$ cat src/rtl/clkgate_seq_if.sv
// clkgate_seq_if: request/ack and BUFGCE-enable bundle between requesters and the clock-gate sequencer.
interface clkgate_seq_if #(parameter int NREQ = 4);
    logic [NREQ-1:0] req;
    logic [NREQ-1:0] ack;
    logic            ce0;
    logic            ce1;
    logic            busy;
    logic [2:0]      state_o;
    modport master (output req, input ack, ce0, ce1, busy, state_o);
    modport slave  (input req, output ack, ce0, ce1, busy, state_o);
endinterface

$ cat src/rtl/clkgate_seq.sv
// clkgate_seq: ordered CE0/CE1 sequencer for a cascaded BUFGCE pair with settled-clock acks.
// Optional statistics outputs on_cnt/on_cyc are built when CLKGATE_STAT_EN is defined.
module clkgate_seq #(
    parameter int NREQ     = 4,
    parameter int STG_DLY  = 2,
    parameter int SETTLE   = 4,
    parameter int IDLE_CYC = 16
) (
    input  logic         clk,
    input  logic         rst_n,
    clkgate_seq_if.slave bus
`ifdef CLKGATE_STAT_EN
    ,
    output logic [15:0]  on_cnt,
    output logic [31:0]  on_cyc
`endif
);
    localparam int MX = (STG_DLY > SETTLE) ? ((STG_DLY > IDLE_CYC) ? STG_DLY : IDLE_CYC)
                                           : ((SETTLE > IDLE_CYC) ? SETTLE : IDLE_CYC);
    localparam int CW = $clog2(MX + 1);
    localparam logic [CW-1:0] LD_STG = CW'(STG_DLY - 1);
    localparam logic [CW-1:0] LD_SET = CW'(SETTLE - 1);
    localparam logic [CW-1:0] LD_IDL = CW'(IDLE_CYC - 1);

    typedef enum logic [2:0] {OFF = 3'd0, EN0 = 3'd1, EN1 = 3'd2, ON = 3'd3,
                              IDLE = 3'd4, DIS1 = 3'd5, DIS0 = 3'd6} state_t;

    state_t          state, state_n;
    logic [CW-1:0]   cnt, cnt_n;
    logic            anyreq;
    logic            ce0_n, ce1_n, busy_n;
    logic [NREQ-1:0] ack_n;

    assign anyreq      = |bus.req;
    assign bus.state_o = state;

    always_ff @(posedge clk or negedge rst_n) begin
        if (!rst_n) begin
            state    <= OFF;
            cnt      <= '0;
            bus.ce0  <= 1'b0;
            bus.ce1  <= 1'b0;
            bus.busy <= 1'b0;
            bus.ack  <= '0;
        end else begin
            state    <= state_n;
            cnt      <= cnt_n;
            bus.ce0  <= ce0_n;
            bus.ce1  <= ce1_n;
            bus.busy <= busy_n;
            bus.ack  <= ack_n;
        end
    end

    // A request pending as DIS0 completes goes straight to EN0, so ce0 is low for exactly one cycle.
    always_comb begin
        state_n = state;
        cnt_n   = cnt;
        case (state)
            OFF:     if (anyreq) begin state_n = EN0; cnt_n = LD_STG; end
            EN0:     if (cnt == '0) begin state_n = EN1; cnt_n = LD_SET; end else cnt_n = cnt - CW'(1);
            EN1:     if (cnt == '0) state_n = ON; else cnt_n = cnt - CW'(1);
            ON:      if (!anyreq) begin state_n = IDLE; cnt_n = LD_IDL; end
            IDLE:    if (anyreq) state_n = ON;
                     else if (cnt == '0) begin state_n = DIS1; cnt_n = LD_STG; end
                     else cnt_n = cnt - CW'(1);
            DIS1:    if (cnt == '0) state_n = DIS0; else cnt_n = cnt - CW'(1);
            DIS0:    if (anyreq) begin state_n = EN0; cnt_n = LD_STG; end else state_n = OFF;
            default: begin state_n = OFF; cnt_n = '0; end
        endcase
    end

    // Enables are decoded from the next state so every output leaves a flop.
    always_comb begin
        ce0_n  = !(state_n inside {OFF, DIS0});
        ce1_n  = state_n inside {EN1, ON, IDLE};
        busy_n = state_n != OFF;
        ack_n  = (state_n == ON) ? bus.req : '0;
    end

`ifdef CLKGATE_STAT_EN
    // Every entry into EN0 is a power-up of the gated clock.
    always_ff @(posedge clk or negedge rst_n) begin
        if (!rst_n) begin
            on_cnt <= '0;
            on_cyc <= '0;
        end else begin
            if (state_n == EN0 && state != EN0 && on_cnt != 16'hFFFF)
                on_cnt <= on_cnt + 16'd1;
            if (bus.ce1 && on_cyc != 32'hFFFF_FFFF)
                on_cyc <= on_cyc + 32'd1;
        end
    end
`endif
endmodule
$ cat src/flat_wrapper.sv
// flat-port wrapper written by rule: the top's interface ports become plain ports
module clkgate_seq_flat 
#(
    parameter int NREQ     = 4,
    parameter int STG_DLY  = 2,
    parameter int SETTLE   = 4,
    parameter int IDLE_CYC = 16
)
  (clk, rst_n, bus_req, bus_ack, bus_ce0, bus_ce1, bus_busy, bus_state_o);
  clkgate_seq_if #(.NREQ(NREQ)) bus_i ();
  input  logic clk;
  input  logic rst_n;
  input wire logic [$bits(bus_i.req)-1:0] bus_req;
  output wire logic [$bits(bus_i.ack)-1:0] bus_ack;
  output wire logic [$bits(bus_i.ce0)-1:0] bus_ce0;
  output wire logic [$bits(bus_i.ce1)-1:0] bus_ce1;
  output wire logic [$bits(bus_i.busy)-1:0] bus_busy;
  output wire logic [$bits(bus_i.state_o)-1:0] bus_state_o;
  assign bus_i.req = bus_req;
  assign bus_ack = bus_i.ack;
  assign bus_ce0 = bus_i.ce0;
  assign bus_ce1 = bus_i.ce1;
  assign bus_busy = bus_i.busy;
  assign bus_state_o = bus_i.state_o;
  clkgate_seq #(.NREQ(NREQ), .STG_DLY(STG_DLY), .SETTLE(SETTLE), .IDLE_CYC(IDLE_CYC)) u_core (.clk(clk), .rst_n(rst_n), .bus(bus_i));
endmodule
$ cat config.mk
export PLATFORM = sky130hd
export DESIGN_NAME = clkgate_seq_flat
export DESIGN_NICKNAME = d
export VERILOG_FILES = /design/src/rtl/clkgate_seq_if.sv /design/src/rtl/clkgate_seq.sv /design/src/flat_wrapper.sv
export SDC_FILE = /design/constraint.sdc
export NUM_CORES = 1
export LEC_CHECK = 0
export CORE_MARGIN = 8
export CORE_UTILIZATION = 33
export CTS_BUF_LIST = sky130_fd_sc_hd__clkbuf_4
export DETAILED_ROUTE_END_ITERATION = 10
export SLEW_MARGIN = 20
export SYNTH_ARGS = -nofsm -noshare
export SYNTH_HDL_FRONTEND = slang
export SYNTH_SLANG_ARGS = --single-unit
$ cat constraint.sdc
create_clock -name clk -period 4.14 [get_ports clk]
set_input_delay 0.621 -clock clk [delete_from_list [all_inputs] [get_ports clk]]
set_output_delay 0.621 -clock clk [all_outputs]
set_load 0.1 [all_outputs]
==> metrics.txt <==
status=finished, final reports clean; mux cell area share after synthesis=3.20%; largest net degree at the start of global routing=29; Std-Cell Rows=19; Post-Syn Area=977 sq um; DR iter-0 viols=12; worst rel slew slack=33.8%; CTS resizes=0; synth warn=0; final design utilization=41.5%; worst-path cell chain=clkdlybuf4s50_1; gr usage total=9.54%; Synth top area share=38.4%; setup TNS=0 ps; cell leakage power=0.467 nW; clk_skew=6.76 ps; TritonCTS Buffers=3; Core Area=0.00278 sq mm; max frequency=0.327 GHz; Layout Cells excl Fill=155; vias per cell=5.70; cell total after placement=151; Tmin final=3060 ps; Switching Fraction=54.9%; final net count=133; post-route cell area=0.00115 sq mm; VDD IR max=0.443 mV; # clock sinks=15; dominant synthesized flop cell=dfrtp_1; final cycle utilization of the critical path=73.8%; Worst setup EP type=output port; Switching Power=0.524 mW; Mean Syn Cell Area=8.57 sq um; clock tree buffer depth=2; CP arrival=2430 ps; Root Buffer=clkbuf_4; worst min path class=reg2reg; CTS tree=done; I/O Buffers=15; main combinational cell family by area after synthesis=compound AO/OA/AOI/OAI gates; Synth Area in XOR/XNOR=0.896%; CP peak stage delay=1270 ps; worst skew pair latency=300 ps; num ports=16; Crit path max-delay family=buffers and inverters; RSZ-0062 raised after global routing=no; HPWL after detailed placement=1580 um; initial antenna violation count=0; P_int=0.430 mW; Synth area leader=dfrtp_1; WP buf/inv=1; Initial Utilization=35.1%; die area=0.00496 sq mm; setup bufs post-CTS=0; Pins Over Slew Limit=0; top post-synthesis cells by area=dfrtp_1, a21oi_1, o21ai_0; post-synth cell types=37; Clk pwr share=9.4%; final hold violations=0; Slew @ Worst Pin=990 ps; final setup vio count=0; first-pass detailed-route iteration total=4; Post-Synthesis Cells=114; H-tree depth=1; final wirelength=2220 um; Pwr Density=827 mW/mm^2; simple-gate portion of the synthesized area=23.2%; Comb power frac=59.9%; vias in the first global route=846; first-pass GRT wire length=3930 um; CP required=3520 ps; Commonest cells post-synth=dfrtp_1, a21oi_1, nand2_1, nor2_1, o21ai_0; syn_nets=122; Reg clk slew, reported paths=100 ps; drt drc=0; DR vias=883; Post-synth EDFFs=0; FF+latch count, synth=15; Hold-fix buffers, CTS=0; share of cells above drive strength 1=8.87%; post-synthesis adder-cell area fraction=3.71%; sequential power share=30.7%; startpoint types=flip-flop; async set-reset flop share out of synthesis=100%; max-cap viol count=0; Power, Total=0.954 mW; Placer Congestion=0.780; CP Class=reg2out; slowest CP cell=clkdlybuf4s50_1; post-route ant nets=0; post-synthesis compound-gate area fraction=24.2%; Die Height=70.4 um; dpl cell area=0.00113 sq mm; area grow syn2layout=18.1%; diode count=0; die span in x=70.4 um; grt ovf=0; CP max FO=28; most frequent cell after synthesis=dfrtp_1; sequential area share after synthesis=38.4%; Avg WL per Cell=14.3 um
placed cells by master, fill, tap and decap left out, types with 3 or more instances in the layout:
master           instances
dfrtp_1                 15
nand2b_1                 3
nand2_1                  9
a21oi_1                  9
o22ai_1                  3
nor2_1                   9
o21a_1                   3
nor3_1                   5
clkdlybuf4s50_1         15
and2_1                   3
nand3_1                  3
clkbuf_4                 3
o21ai_0                  8
nor2b_1                  4
cell type report:
type                    instances  area (sq um)
multi-input cells              86           539
inverters                       2          7.51
flip-flops and latches         15           375
fillers                       272          1630
clock buffers                   3          22.5
clock inverters                 1          5.00
well taps                      31          38.8
repair buffers                 17           165
metal layers:
layer	GRT usage (%)	up-vias	routed length, um	part of all wire, %
li1	-	435	-	-
met1	11.4	422	987	44
met2	15.1	22	1090	49
met3	3.11	4	103	4.6
met4	4.24	0	36	1.6
met5	0	-	0	0
cells by family (layout without fill, tap and decap cells):
| kind of cell | count (synthesis) | count (layout) |
|---|---|---|
| simple gates | 43 | 43 |
| compound gates | 36 | 36 |
| flops | 15 | 15 |
| buf+inv | 13 | 23 |
| fa+ha+maj | 3 | 3 |
| mux | 3 | 3 |
| xor+xnor | 1 | 1 |
flip-flops by register name, summed over array words and instances, names as in the netlist:
name / cells
u_core.bus.busy: 1
u_core.bus.ack: 4
u_core.bus.ce1: 1
u_core.cnt: 5
u_core.bus.ce0: 1
u_core.bus.state_o: 3
path summary, 6_finish.rpt:
path / from / endpoint / slack [ps] / cells past startpoint
max: u_core.bus.state_o[0] / bus_state_o[0] / 1080 / 1
min: u_core.cnt[4] / u_core.cnt[4] / 560 / 1
max reg2reg: u_core.cnt[0] / u_core.cnt[3] / 1860 / 7
min reg2reg: u_core.cnt[4] / u_core.cnt[4] / 560 / 1
max in group asynchronous: rst_n / u_core.cnt[4] / 2960 / 1
min in group asynchronous: rst_n / u_core.bus.state_o[0] / 740 / 1
power groups by stage:
stage | Sequential, mW | Clock (mW) | Combinational (mW)
floorplan | 0.428 | 0 | 0.330
global placement | 0.292 | 0 | 0.569
detailed placement | 0.295 | 0 | 0.571
CTS | 0.292 | 0.0938 | 0.575
global route | 0.308 | 0.101 | 0.617
finish | 0.293 | 0.0896 | 0.572
stage by stage:
stage	setup WS (ps)	hold WS, ps
after global placement	1440	516
final	1080	557
after detailed placement	1410	528
after CTS	1080	554
after floorplan	1920	325
after global routing	956	589
Note: power is estimated with default switching activity, not from simulation.
